`src/rtl/msk_aes128_loader_if.sv`:
```
// Handshake and bus bundle between the upstream share stream, the loader
// and the masked AES core. The slave modport is the loader's view.
interface msk_aes128_loader_if #(
    parameter int d = 2
);
    logic               in_valid;
    logic               in_ready;
    logic [32*d-1:0]    in_data;
    logic               in_key_reuse;
    logic               aes_valid;
    logic               aes_ready;
    logic [128*d-1:0]   sh_plaintext;
    logic [128*d-1:0]   sh_key;
    logic               key_loaded;
    logic               busy;

    modport slave (
        input  in_valid, in_data, in_key_reuse, aes_ready,
        output in_ready, aes_valid, sh_plaintext, sh_key, key_loaded, busy
    );

    modport master (
        output in_valid, in_data, in_key_reuse, aes_ready,
        input  in_ready, aes_valid, sh_plaintext, sh_key, key_loaded, busy
    );
endinterface

```
`src/rtl/msk_aes128_loader.sv`:
```
// Input staging for the masked AES-128 core: collects 32-bit-per-share words
// into the 128*d-bit shared plaintext/key buses and hands each complete block
// to the core. Shares are never combined; each has its own 32-bit write path.
module msk_aes128_loader #(
    parameter int d = 2
) (
    input  logic                  clk,
    input  logic                  nrst,
    msk_aes128_loader_if.slave    bus
);

    localparam logic [1:0] LOAD_PT  = 2'd0;
    localparam logic [1:0] LOAD_KEY = 2'd1;
    localparam logic [1:0] ISSUE    = 2'd2;

    logic [1:0]         state;
    logic [1:0]         cnt;
    logic               reuse;
    logic               key_loaded_q;
    logic [128*d-1:0]   pt_q;
    logic [128*d-1:0]   key_q;
    logic               fire;

    // Handshake outputs decode straight from state so aes_valid never sees aes_ready.
    assign bus.in_ready     = (state != ISSUE);
    assign bus.aes_valid    = (state == ISSUE);
    assign bus.busy         = (state != LOAD_PT) || (cnt != 2'd0);
    assign bus.key_loaded   = key_loaded_q;
    assign bus.sh_plaintext = pt_q;
    assign bus.sh_key       = key_q;

    assign fire = bus.in_valid && bus.in_ready;

    // Sequencing: beat counter, phase transitions, reuse latch, key-present flag.
    always_ff @(posedge clk or negedge nrst) begin
        if (!nrst) begin
            state        <= LOAD_PT;
            cnt          <= 2'd0;
            reuse        <= 1'b0;
            key_loaded_q <= 1'b0;
        end else begin
            case (state)
                LOAD_PT: begin
                    if (fire) begin
                        cnt <= cnt + 2'd1;
                        // Reuse is only honoured when a key actually exists.
                        if (cnt == 2'd0)
                            reuse <= bus.in_key_reuse && key_loaded_q;
                        if (cnt == 2'd3)
                            state <= reuse ? ISSUE : LOAD_KEY;
                    end
                end
                LOAD_KEY: begin
                    if (fire) begin
                        cnt <= cnt + 2'd1;
                        if (cnt == 2'd3) begin
                            key_loaded_q <= 1'b1;
                            state        <= ISSUE;
                        end
                    end
                end
                ISSUE: begin
                    if (bus.aes_ready)
                        state <= LOAD_PT;
                end
                default: begin
                    state <= LOAD_PT;
                    cnt   <= 2'd0;
                end
            endcase
        end
    end

    // Word capture: each share's word lands in its own slot; stale words persist.
    always_ff @(posedge clk or negedge nrst) begin
        if (!nrst) begin
            pt_q  <= '0;
            key_q <= '0;
        end else if (fire) begin
            for (int i = 0; i < d; i++) begin
                if (state == LOAD_PT)
                    pt_q[128*i + 32*int'(cnt) +: 32] <= bus.in_data[32*i +: 32];
                else if (state == LOAD_KEY)
                    key_q[128*i + 32*int'(cnt) +: 32] <= bus.in_data[32*i +: 32];
            end
        end
    end

endmodule

```
`src/flat_wrapper.sv`:
```
// flat-port wrapper written by rule: the top's interface ports become plain ports
module msk_aes128_loader_flat 
#(
    parameter int d = 2
)
  (clk, nrst, bus_in_valid, bus_in_data, bus_in_key_reuse, bus_aes_ready, bus_in_ready, bus_aes_valid, bus_sh_plaintext, bus_sh_key, bus_key_loaded, bus_busy);
  msk_aes128_loader_if #(.d(d)) bus_i ();
  input  logic clk;
  input  logic nrst;
  input wire logic [$bits(bus_i.in_valid)-1:0] bus_in_valid;
  input wire logic [$bits(bus_i.in_data)-1:0] bus_in_data;
  input wire logic [$bits(bus_i.in_key_reuse)-1:0] bus_in_key_reuse;
  input wire logic [$bits(bus_i.aes_ready)-1:0] bus_aes_ready;
  output wire logic [$bits(bus_i.in_ready)-1:0] bus_in_ready;
  output wire logic [$bits(bus_i.aes_valid)-1:0] bus_aes_valid;
  output wire logic [$bits(bus_i.sh_plaintext)-1:0] bus_sh_plaintext;
  output wire logic [$bits(bus_i.sh_key)-1:0] bus_sh_key;
  output wire logic [$bits(bus_i.key_loaded)-1:0] bus_key_loaded;
  output wire logic [$bits(bus_i.busy)-1:0] bus_busy;
  assign bus_i.in_valid = bus_in_valid;
  assign bus_i.in_data = bus_in_data;
  assign bus_i.in_key_reuse = bus_in_key_reuse;
  assign bus_i.aes_ready = bus_aes_ready;
  assign bus_in_ready = bus_i.in_ready;
  assign bus_aes_valid = bus_i.aes_valid;
  assign bus_sh_plaintext = bus_i.sh_plaintext;
  assign bus_sh_key = bus_i.sh_key;
  assign bus_key_loaded = bus_i.key_loaded;
  assign bus_busy = bus_i.busy;
  msk_aes128_loader #(.d(d)) u_core (.clk(clk), .nrst(nrst), .bus(bus_i));
endmodule
```
`config.mk`:
```
export PLATFORM = sky130hd
export DESIGN_NAME = msk_aes128_loader_flat
export DESIGN_NICKNAME = d
export VERILOG_FILES = /design/src/rtl/msk_aes128_loader_if.sv /design/src/rtl/msk_aes128_loader.sv /design/src/flat_wrapper.sv
export SDC_FILE = /design/constraint.sdc
export NUM_CORES = 1
export LEC_CHECK = 0
export CORE_ASPECT_RATIO = 2
export CORE_UTILIZATION = 40
export DETAILED_ROUTE_END_ITERATION = 6
export PLACE_DENSITY = 0.65
export RECOVER_POWER = 50
export REMOVE_ABC_BUFFERS = 1
export SYNTH_ARGS = -nofsm -noshare
export SYNTH_HDL_FRONTEND = slang
export SYNTH_SLANG_ARGS = --single-unit
```
`constraint.sdc`:
```
create_clock -name clk -period 9.3 [get_ports clk]
set_input_delay 2.79 -clock clk [delete_from_list [all_inputs] [get_ports clk]]
set_output_delay 2.79 -clock clk [all_outputs]
set_load 0.03 [all_outputs]
```
==> results of run 1 <==
[cell families after synthesis]
group           after synthesis  share of synthesized area
buf+inv                     198                     0.0396
compound gates              703                      0.212
mux                          10                    0.00445
flops                       518                      0.577
simple gates                839                      0.163
fa+ha+maj                     8                    0.00445
[cell type report]
cell class,count,area (um2),share of cell area
flip-flops and latches,518,13000,0.427
multi-input cells,1560,8760,0.288
repair buffers,615,6090,0.200
clock buffers,65,1370,0.0449
well taps,744,931,0.0306
clock inverters,15,254,0.00836
inverters,8,30.0,0.000988
diodes,2,5.00,0.000165
[cell usage in the layout, fill, tap and decap left out, types with 8 or more instances in the layout]
cell type        count
o21ai_2             11
o221ai_1            11
dlygate4sd3_1      230
clkdlybuf4s50_1    353
o21ai_0            189
nand2b_1            11
clkbuf_16           49
a221o_1             51
nand2_1            554
clkbuf_8             8
dfrtp_1            517
o21ai_1              8
a21oi_1             97
buf_4               27
nor2b_1             65
a211o_1             18
inv_1                8
a211oi_1            16
a221oi_1            12
mux2i_1             10
a22o_1               9
nand2_2             10
o31ai_1            190
nor2_1              74
nand3_1             68
a22oi_1             66
clkbuf_1            11
[worst min path at each step]
stage	endpoint	slack [ns]	cells after the start
after global routing	u_core.bus.sh_plaintext[187]	0.48	2
final	u_core.bus.sh_key[251]	0.47	2
after floorplan	u_core.state[1]	0.56	2
after global placement	u_core.bus.sh_key[143]	0.45	2
after detailed placement	u_core.bus.sh_key[143]	0.46	2
after CTS	u_core.bus.sh_plaintext[251]	0.48	2
[layer usage]
layer  routed length [um]  track usage  share of wire  vias up
met5                   11            0        0.00011        -
met4                 6430        0.202          0.067        2
met3                 7820       0.0731          0.082      265
met2                46200        0.549           0.48     1154
met1                35300        0.387           0.37    10188
li1                     -            -              -     9036
[power by group through the flow]
stage                     Clock [uW]  Combinational (uW)  Sequential, uW
after CTS                       2140                6200            3600
final                           2110                6080            3590
after global placement             0                6110            3590
after floorplan                    0                1710            5050
after global routing            2210                6390            3670
after detailed placement           0                6180            3630
[stage by stage]
step,util,instances
finish,0.549,3527
global route,0.549,3527
CTS,0.549,3525
detailed placement,0.520,3445
global placement,0.520,3445
floorplan,-,2086
[worst max-delay path: stages]
cell and delay (ns):
clkbuf_1 2.97, buf_4 0.84, buf_4 0.79
==> impl_metrics.csv, run 1 <==
group,metric,value,unit
synthesis,yosys.cell_count.top_type,"nand2_1",
sta,finalSetupTns,0,ns
synthesis,syn_area,22500,um2
critical_path,rr_worst_depth,7,
critical_path,crit_type,"input port to asynchronous set/reset pin",
sta,worst_slack,2.35,ns
place,routabilityCongestion,0.909,
synthesis,synthCells,2276,
floorplanning,die_area,57200,um2
finish,syn_to_final_growth,35.3,%
floorplanning,die_w,170,um
synthesis,yosys_warnings,0,
power_and_ir_drop,powerDensity,387,nW/um2
run_status,violations,"max-capacitance violations, max-slew violations",
sta,fmax,144,MHz
clock_network,clkTransAtPathRegs,0.06,ns
drt,via_count,20645,
power_and_ir_drop,cellLeakagePower,0.0134,uW
place,place_hpwl,68500,um
grt,overflow,0,
synthesis,synth_cell_types,63,
clock_network,clkLatencyLatePin,0.60,ns
drt,drtIter0Drc,1840,
drt,wl_per_cell,27.1,um
power_and_ir_drop,pwr-share-comb,0.516,
drt,routed_wl,95700,um
sta,min_period,6.95,ns
drt,drtAntennaViolNets,0,
clock_network,clockBufferDepth,3,
finish,nets,2827,
sta,whs,0.470,ns
clock_network,root_buffer,"clkbuf_16",
power_and_ir_drop,seq_power_share,0.305,
floorplanning,io_pins,585,
critical_path,required,9.89,ns
synthesis,synth_area_per_cell,9.87,um2
grt,grt_usage,0.330,
power_and_ir_drop,power.internal,6120,uW
sta,skew,0.0164,ns
grt,grt_pass1_vias,20534,
grt,grt_max_degree,152,
drt,drc,0,
synthesis,ys_seq_area_frac,0.577,
synthesis,synthTopCellsByCount,"562 x nand2_1, 518 x dfrtp_1, 190 x o31ai_1, 189 x o21ai_0, 97 x a21oi_1",
clock_network,cts_tree,"done",
synthesis,synth_top_cell_by_area,"dfrtp_1",
min_path,hold_path.class,"flop to flop",
floorplanning,die-height,337,um
synthesis,synthArstFlopShare,1.00,
synthesis,synth_ff_type,"dfrtp_1",
power_and_ir_drop,irDropWorstVdd,0.000197,V
clock_network,post_cts_buffers,0,
finish,fillers,4952,
critical_path,reg2reg_from,"u_core.cnt[0]",
min_path,min-delay-start,"u_core.bus.sh_key[251]",
floorplanning,rows,122,
place,io_buffers,584,
run,max-cap-violations,3,
grt,antenna_found_initial,3,
clock_network,ctsHoldBuffers,0,
drt,via_per_inst,5.85,
sta,hold_viol,0,
critical_path,cp.arrival,7.55,ns
sta,slew_violations,160,
drt,drtPass1Iterations,6,
sta,post-route-period-util,0.748,
place,place_ws,3.49,ns
grt,grt_pass1_wl,139000,um
finish,drive_above_1_share,0.0565,
synthesis,synth.area.top_cells,"dfrtp_1 58%, nand2_1 9.4%, o31ai_1 6.3%",
floorplanning,initial_utilization,0.406,
power_and_ir_drop,totalPowerFinal,11800,uW
critical_path,start_kind,"input port",
clock_network,cts_sinks,518,
power_and_ir_drop,switching_share,0.480,
clock_network,cts-buffers-inserted,47,
clock_network,htree_num_levels,2,
finish,final_area,30400,um2
clock_network,cts_resized,0,
synthesis,ys_seq_elements,518,
power_and_ir_drop,clkPwrFrac,0.180,
power_and_ir_drop,power.switching,5660,uW
sta,finalSetupViolations,0,
critical_path,r2r_setup_slack,4.78,ns
sta,tightestPinTransition,4.32,ns
place,placed_area,28800,um2
sta,slew_headroom,-1.88,
critical_path,crit_start,"nrst",
sta,grt_setup_unrepaired,"false",
floorplanning,core_area,55400,um2
run_status,outcome,"complete, but fails checks",
critical_path,cp-end-kind,"asynchronous set/reset pin",
critical_path,r2r-end,"u_core.bus.sh_plaintext[70]",
critical_path,worstPathMaxFanout,76,
synthesis,synth_top_area_frac,0.577,
synthesis,synth-edff-count,0,
No activity file was read; power rests on OpenSTA's default activity.
==> run 2, diff against run 1 <==
--- a/config.mk
+++ b/config.mk
@@ -8,7 +8,7 @@
 export CORE_ASPECT_RATIO = 2
 export CORE_UTILIZATION = 40
 export DETAILED_ROUTE_END_ITERATION = 6
-export PLACE_DENSITY = 0.65
+export PLACE_DENSITY = 0.67
 export RECOVER_POWER = 50
 export REMOVE_ABC_BUFFERS = 1
 export SYNTH_ARGS = -nofsm -noshare
==> constraint.sdc (replaced) <==
create_clock -name clk -period 5.75 [get_ports clk]
set_input_delay 1.725 -clock clk [delete_from_list [all_inputs] [get_ports clk]]
set_output_delay 1.725 -clock clk [all_outputs]
set_load 0.03 [all_outputs]
==> run 2 against run 1 <==
The flow still finishes with violations (max-capacitance violations, max-slew violations). Global-route usage up 0.23 points. Hold slack about the same. Power increased by 61%. Non-clock buffer count increased by 11. Clock skew rose by 0.0037 ns. Critical path depth shrank 1. Clock power increased by 60%. Register-to-register slack got worse by 3.2 ns. First-iteration DRC count fell by 5.2%. Sequential cell count did not move. Combinational power increased by 62%. Largest power group unchanged.
==> impl_metrics.csv, run 2 (synthesized netlist as in run 1, its figures left out) <==
group,metric,value,unit
run_status,outcome,"complete, but fails checks",
run_status,violations,"max-capacitance violations, max-slew violations",
finish,mostFrequentLayoutCell,"nand2_1",
finish,final_cell_mix,"553 x nand2_1, 517 x dfrtp_1, 330 x clkdlybuf4s50_1",
clock_network,clkTransAtPathRegs,0.07,ns
critical_path,path_buf_inv,2,
clock_network,post_cts_buffers,0,
drt,routed_wl,96100,um
finish,syn_to_final_growth,35.5,%
floorplanning,rows,122,
floorplanning,core_area,55400,um2
grt,grt_pass1_wl,139000,um
grt,grt_pass1_vias,20534,
clock_network,cts_resized,0,
drt,wl_per_cell,27.1,um
critical_path,cpLargestDelayFamily,"buffers and inverters",
power_and_ir_drop,seq_power_share,0.306,
power_and_ir_drop,power.internal,9870,uW
sta,finalSetupViolations,0,
clock_network,cts_tree,"done",
sta,hold_viol,0,
floorplanning,die_area,57200,um2
drt,drtAntennaViolNets,0,
critical_path,reg2reg_from,"u_core.cnt[0]",
finish,nets,2838,
finish,drive_above_1_share,0.0608,
drt,drtIter0Drc,1745,
power_and_ir_drop,irDropWorstVdd,0.000419,V
critical_path,required,5.87,ns
drt,via_per_inst,5.87,
clock_network,cts_sinks,518,
place,io_buffers,584,
power_and_ir_drop,cellLeakagePower,0.0135,uW
critical_path,cp-end-kind,"asynchronous set/reset pin",
power_and_ir_drop,totalPowerFinal,19000,uW
finish,fin_util,0.549,
grt,grt_max_degree,116,
min_path,min_delay_path_depth,2,
sta,post-route-period-util,0.787,
floorplanning,initial_utilization,0.406,
critical_path,r2r_setup_slack,1.58,ns
grt,antenna_found_initial,4,
critical_path,slowest_stage,"clkbuf_2",
sta,skew,0.0201,ns
critical_path,worstPathMaxFanout,115,
sta,fmax,221,MHz
place,place_hpwl,69500,um
min_path,hold_path.class,"flop to flop",
power_and_ir_drop,pwr-share-comb,0.517,
clock_network,clockBufferDepth,3,
critical_path,crit_type,"input port to asynchronous set/reset pin",
critical_path,critical_path.max_stage_delay,2.04,ns
sta,grt_setup_unrepaired,"false",
sta,slew_headroom,-0.790,
grt,overflow,0,
critical_path,crit_chain,"buf_8 -> clkbuf_2",
drt,drc,0,
grt,grt_usage,0.332,
floorplanning,die-height,337,um
clock_network,clkLatencyLatePin,0.59,ns
floorplanning,die_w,170,um
clock_network,htree_num_levels,2,
critical_path,start_kind,"input port",
run,max-cap-violations,5,
critical_path,r2r-end,"u_core.bus.sh_key[62]",
min_path,holdPathEnd,"u_core.bus.sh_plaintext[165]",
sta,slew_violations,389,
power_and_ir_drop,switching_share,0.481,
min_path,min-delay-start,"u_core.bus.sh_plaintext[165]",
power_and_ir_drop,power.switching,9140,uW
power_and_ir_drop,powerDensity,625,nW/um2
critical_path,crit_start,"nrst",
floorplanning,io_pins,585,
drt,via_count,20784,
power_and_ir_drop,clkPwrFrac,0.177,
place,routabilityCongestion,0.882,
finish,fillers,4956,
sta,tightestPinTransition,2.69,ns
clock_network,ctsHoldBuffers,0,
clock_network,root_buffer,"clkbuf_16",
critical_path,cp.arrival,4.64,ns
critical_path,rr_worst_depth,6,
drt,drtPass1Iterations,5,
clock_network,cts-buffers-inserted,47,
sta,min_period,4.53,ns
[run 2: cell types whose count changed in the layout (fill, tap and decap cells not counted), moves of 2 or more]
cell and change:
clkbuf_2 +4, clkbuf_1 +2, clkdlybuf4s50_1 -23, clkbuf_8 +4, buf_4 +8, bufinv_16 -2, dlygate4sd3_1 +23, buf_12 -2
[run 2: how the worst max path moves through the flow]
stage	to	slack (ns)	cells past startpoint
after global placement	u_core.bus.sh_key[112]	1.16	5
after CTS	bus_busy	1.29	4
final	u_core.bus.sh_plaintext[155]	1.22	2
after detailed placement	u_core.bus.sh_key[112]	1.04	5
after floorplan	u_core.bus.sh_plaintext[116]	-0.75	5
after global routing	u_core.bus.sh_key[97]	0.62	2
[run 2: metal layers]
| layer | share of wire | GRT usage | vias up |
|---|---|---|---|
| li1 | - | - | 9061 |
| met1 | 0.36 | 0.387 | 10302 |
| met2 | 0.49 | 0.559 | 1166 |
| met3 | 0.086 | 0.0773 | 251 |
| met4 | 0.060 | 0.189 | 4 |
| met5 | 0.00026 | 0 | - |
[run 2: power by group through the flow]
stage	Clock (uW)	Combinational [uW]	Sequential [uW]
2_1_floorplan	0	2770	8160
3_3_place_gp	0	9900	5840
3_5_place_dp	0	10000	5890
4_1_cts	3410	10000	5840
5_1_grt	3540	10300	5940
6_report	3370	9830	5820
[run 2: layout make-up]
type / count / area, um2 / share of cell area
clock buffer: 71 / 1430 / 0.0469
timing repair buffer: 626 / 6140 / 0.202
inverter: 8 / 30.0 / 0.000986
antenna: 2 / 5.00 / 0.000164
multi-input combinational: 1560 / 8750 / 0.287
tap: 744 / 931 / 0.0306
clock inverter: 12 / 189 / 0.00621
sequential: 518 / 13000 / 0.426
[run 2: worst reg2reg max path: cells and delay by family (launching register included)]
kind | cells | cell delay, ns
AO/OA/AOI/OAI | 2 | 1.11
adder cells (fa/ha/maj) | 1 | 1.00
buffers and inverters | 2 | 0.47
flip-flops | 1 | 0.78
AND/OR/NAND/NOR | 1 | 0.74
[run 2: metrics by stage]
step / setup WS (ns) / setup TNS (ns) / std cells / hold WS, ns / instance area, um2
2_1_floorplan: -0.755 / -51.02 / 2086 / 0.558 / 21600
3_3_place_gp: 1.16 / 0 / 3456 / 0.452 / 28900
3_5_place_dp: 1.04 / 0 / 3456 / 0.458 / 28900
4_1_cts: 1.29 / 0 / 3539 / 0.477 / 30500
5_1_grt: 0.618 / 0 / 3541 / 0.488 / 30400
6_report: 1.22 / 0 / 3541 / 0.470 / 30400
==> run 3, diff against run 2 <==
==> constraint.sdc (replaced) <==
create_clock -name clk -period 3.65 [get_ports clk]
set_input_delay 1.095 -clock clk [delete_from_list [all_inputs] [get_ports clk]]
set_output_delay 1.095 -clock clk [all_outputs]
set_load 0.03 [all_outputs]
==> run 3 against run 2 <==
Clock skew up 0.0077 ns. Sequential power grew 55%. Critical path type is now input port to flop. The run still ends with max-capacitance violations, max-slew violations left. Critical path depth increased by 3. Non-clock buffer count is 38 higher. Worst setup slack got worse by 0.91 ns. Die area is the same. First-iteration DRC count is 22% higher. Final cell count grew 1.2%. Clock power rose by 65%. Clock-buffer cell count down 5. Hold slack worse by 0.00054 ns. Via count is 1.5% higher.
==> impl_metrics.csv, run 3 (synthesized netlist as in run 1, its figures left out) <==
group,metric,value,unit
grt,grt_usage,0.336,
sta,grt_setup_unrepaired,"false",
drt,routed_wl,97300,um
floorplanning,rows,122,
run_status,violations,"max-capacitance violations, max-slew violations",
clock_network,cts-buffers-inserted,48,
sta,tightestPinTransition,2.36,ns
grt,grt_pass1_vias,20839,
finish,nets,2877,
finish,fillers,4907,
critical_path,rr_worst_depth,9,
drt,wirelength_met1,35100,um
drt,drtIter0Drc,2128,
drt,via_per_inst,5.89,
clock_network,clkLatencyLatePin,0.60,ns
grt,grt_pass1_wl,141000,um
sta,fmax,300,MHz
clock_network,clkTransAtPathRegs,0.07,ns
floorplanning,initial_utilization,0.406,
clock_network,post_cts_buffers,0,
critical_path,required,4.11,ns
finish,finalNonFillerCells,3582,
drt,drc,0,
sta,hold_viol,0,
run_status,outcome,"complete, but fails checks",
sta,slew_headroom,-0.573,
place,io_buffers,584,
floorplanning,io_pins,585,
sta,slew_violations,134,
sta,skew,0.0278,ns
clock_network,cts_tree,"done",
sta,finalSetupViolations,0,
drt,drtAntennaViolNets,0,
floorplanning,die_area,57200,um2
min_path,min-delay-start,"u_core.bus.sh_key[237]",
critical_path,cp.arrival,3.80,ns
finish,drive_above_1_share,0.0719,
critical_path,r2r-end,"u_core.bus.sh_plaintext[70]",
clock_network,cts_resized,0,
clock_network,root_buffer,"clkbuf_16",
clock_network,htree_num_levels,2,
critical_path,r2r_setup_slack,0.31,ns
drt,wl_met3,8550,um
critical_path,reg2reg_from,"u_core.cnt[0]",
power_and_ir_drop,cellLeakagePower,0.0132,uW
sta,worst_slack,0.313,ns
grt,overflow,0,
drt,wl_per_cell,27.2,um
floorplanning,die-height,337,um
place,placed_area,29300,um2
min_path,min_delay_path_depth,2,
clock_network,cts_sinks,518,
grt,grt_max_degree,80,
finish,final_area,30800,um2
finish,syn_to_final_growth,37.1,%
place,routabilityCongestion,0.901,
drt,drtPass1Iterations,6,
grt,antenna_found_initial,1,
finish,mostFrequentLayoutCell,"nand2_1",
place,dpl.cell_count,3494,
power_and_ir_drop,irDropWorstVdd,0.000685,V
critical_path,crit_type,"input port to flop",
clock_network,clockBufferDepth,3,
place,place_ws,0.260,ns
drt,wl_met2,47100,um
drt,top_layer_used,"met4",
floorplanning,core_area,55400,um2
clock_network,ctsHoldBuffers,0,
critical_path,crit_start,"bus_in_valid",
sta,post-route-period-util,0.914,
finish,final_cell_mix,"554 x nand2_1, 517 x dfrtp_1, 484 x clkdlybuf4s50_1",
power_and_ir_drop,powerDensity,993,nW/um2
run,max-cap-violations,2,
place,place_hpwl,70500,um
floorplanning,die_w,170,um
critical_path,worstPathMaxFanout,46,
min_path,holdPathEnd,"u_core.bus.sh_key[237]",
min_path,hold_path.class,"flop to flop",
critical_path,cp-end-kind,"flop",
sta,min_period,3.34,ns
power_and_ir_drop,totalPowerFinal,30600,uW
drt,via_count,21100,
critical_path,start_kind,"input port",
## run 3: cell types whose count changed in the layout (fill, tap and decap cells not counted), sizes merged
cell / change
clkbuf: +12
dlygate4sd3: -155
buf: +22
clkinvlp: +5
clkinv: +1
bufinv: +3
diode: -1
clkdlybuf4s50: +154
## run 3: worst max-delay path, stage by stage
cell and delay, ns:
dlygate4sd3_1 0.73, and3b_1 0.57, nand2_2 0.15, clkbuf_2 0.63
a221o_1 0.58
## run 3: worst max-delay path by stage
stage	endpoint	slack, ns
CTS	bus_aes_valid	0.45
global placement	u_core.bus.sh_key[54]	0.40
floorplan	u_core.bus.sh_plaintext[116]	-2.85
detailed placement	u_core.bus.sh_key[223]	0.26
finish	u_core.bus.sh_key[32]	0.31
global route	u_core.bus.sh_key[32]	0.22
## run 3: layer usage
metal,GRT usage,vias up
met1,0.394,10457
met2,0.558,1222
met4,0.197,0
met3,0.0782,276
met5,0,-
li1,-,9145
## run 3: final cells by class
| class | count | area (um2) | area share |
|---|---|---|---|
| diodes | 1 | 2.50 | 0.0000812 |
| clock buffers | 66 | 1380 | 0.0448 |
| clock inverters | 21 | 325 | 0.0106 |
| inverters | 8 | 30.0 | 0.000974 |
| multi-input cells | 1560 | 8730 | 0.283 |
| flip-flops and latches | 518 | 13000 | 0.421 |
| well taps | 744 | 931 | 0.0302 |
| repair buffers | 664 | 6460 | 0.210 |
## run 3: power by group
part           switching (uW)  leakage, uW  internal [uW]
logic                   10900      0.00533           5100
clock network            2350     0.000824           3220
registers                1310      0.00705           7720
total                   14600       0.0132          16000
## run 3: stage by stage
stage                util  hold WS [ns]  setup TNS [ns]
floorplan               -         0.558         -989.62
global placement    0.528         0.459               0
detailed placement  0.528         0.459               0
CTS                 0.559         0.479               0
global route        0.556         0.492               0
finish              0.556         0.469               0
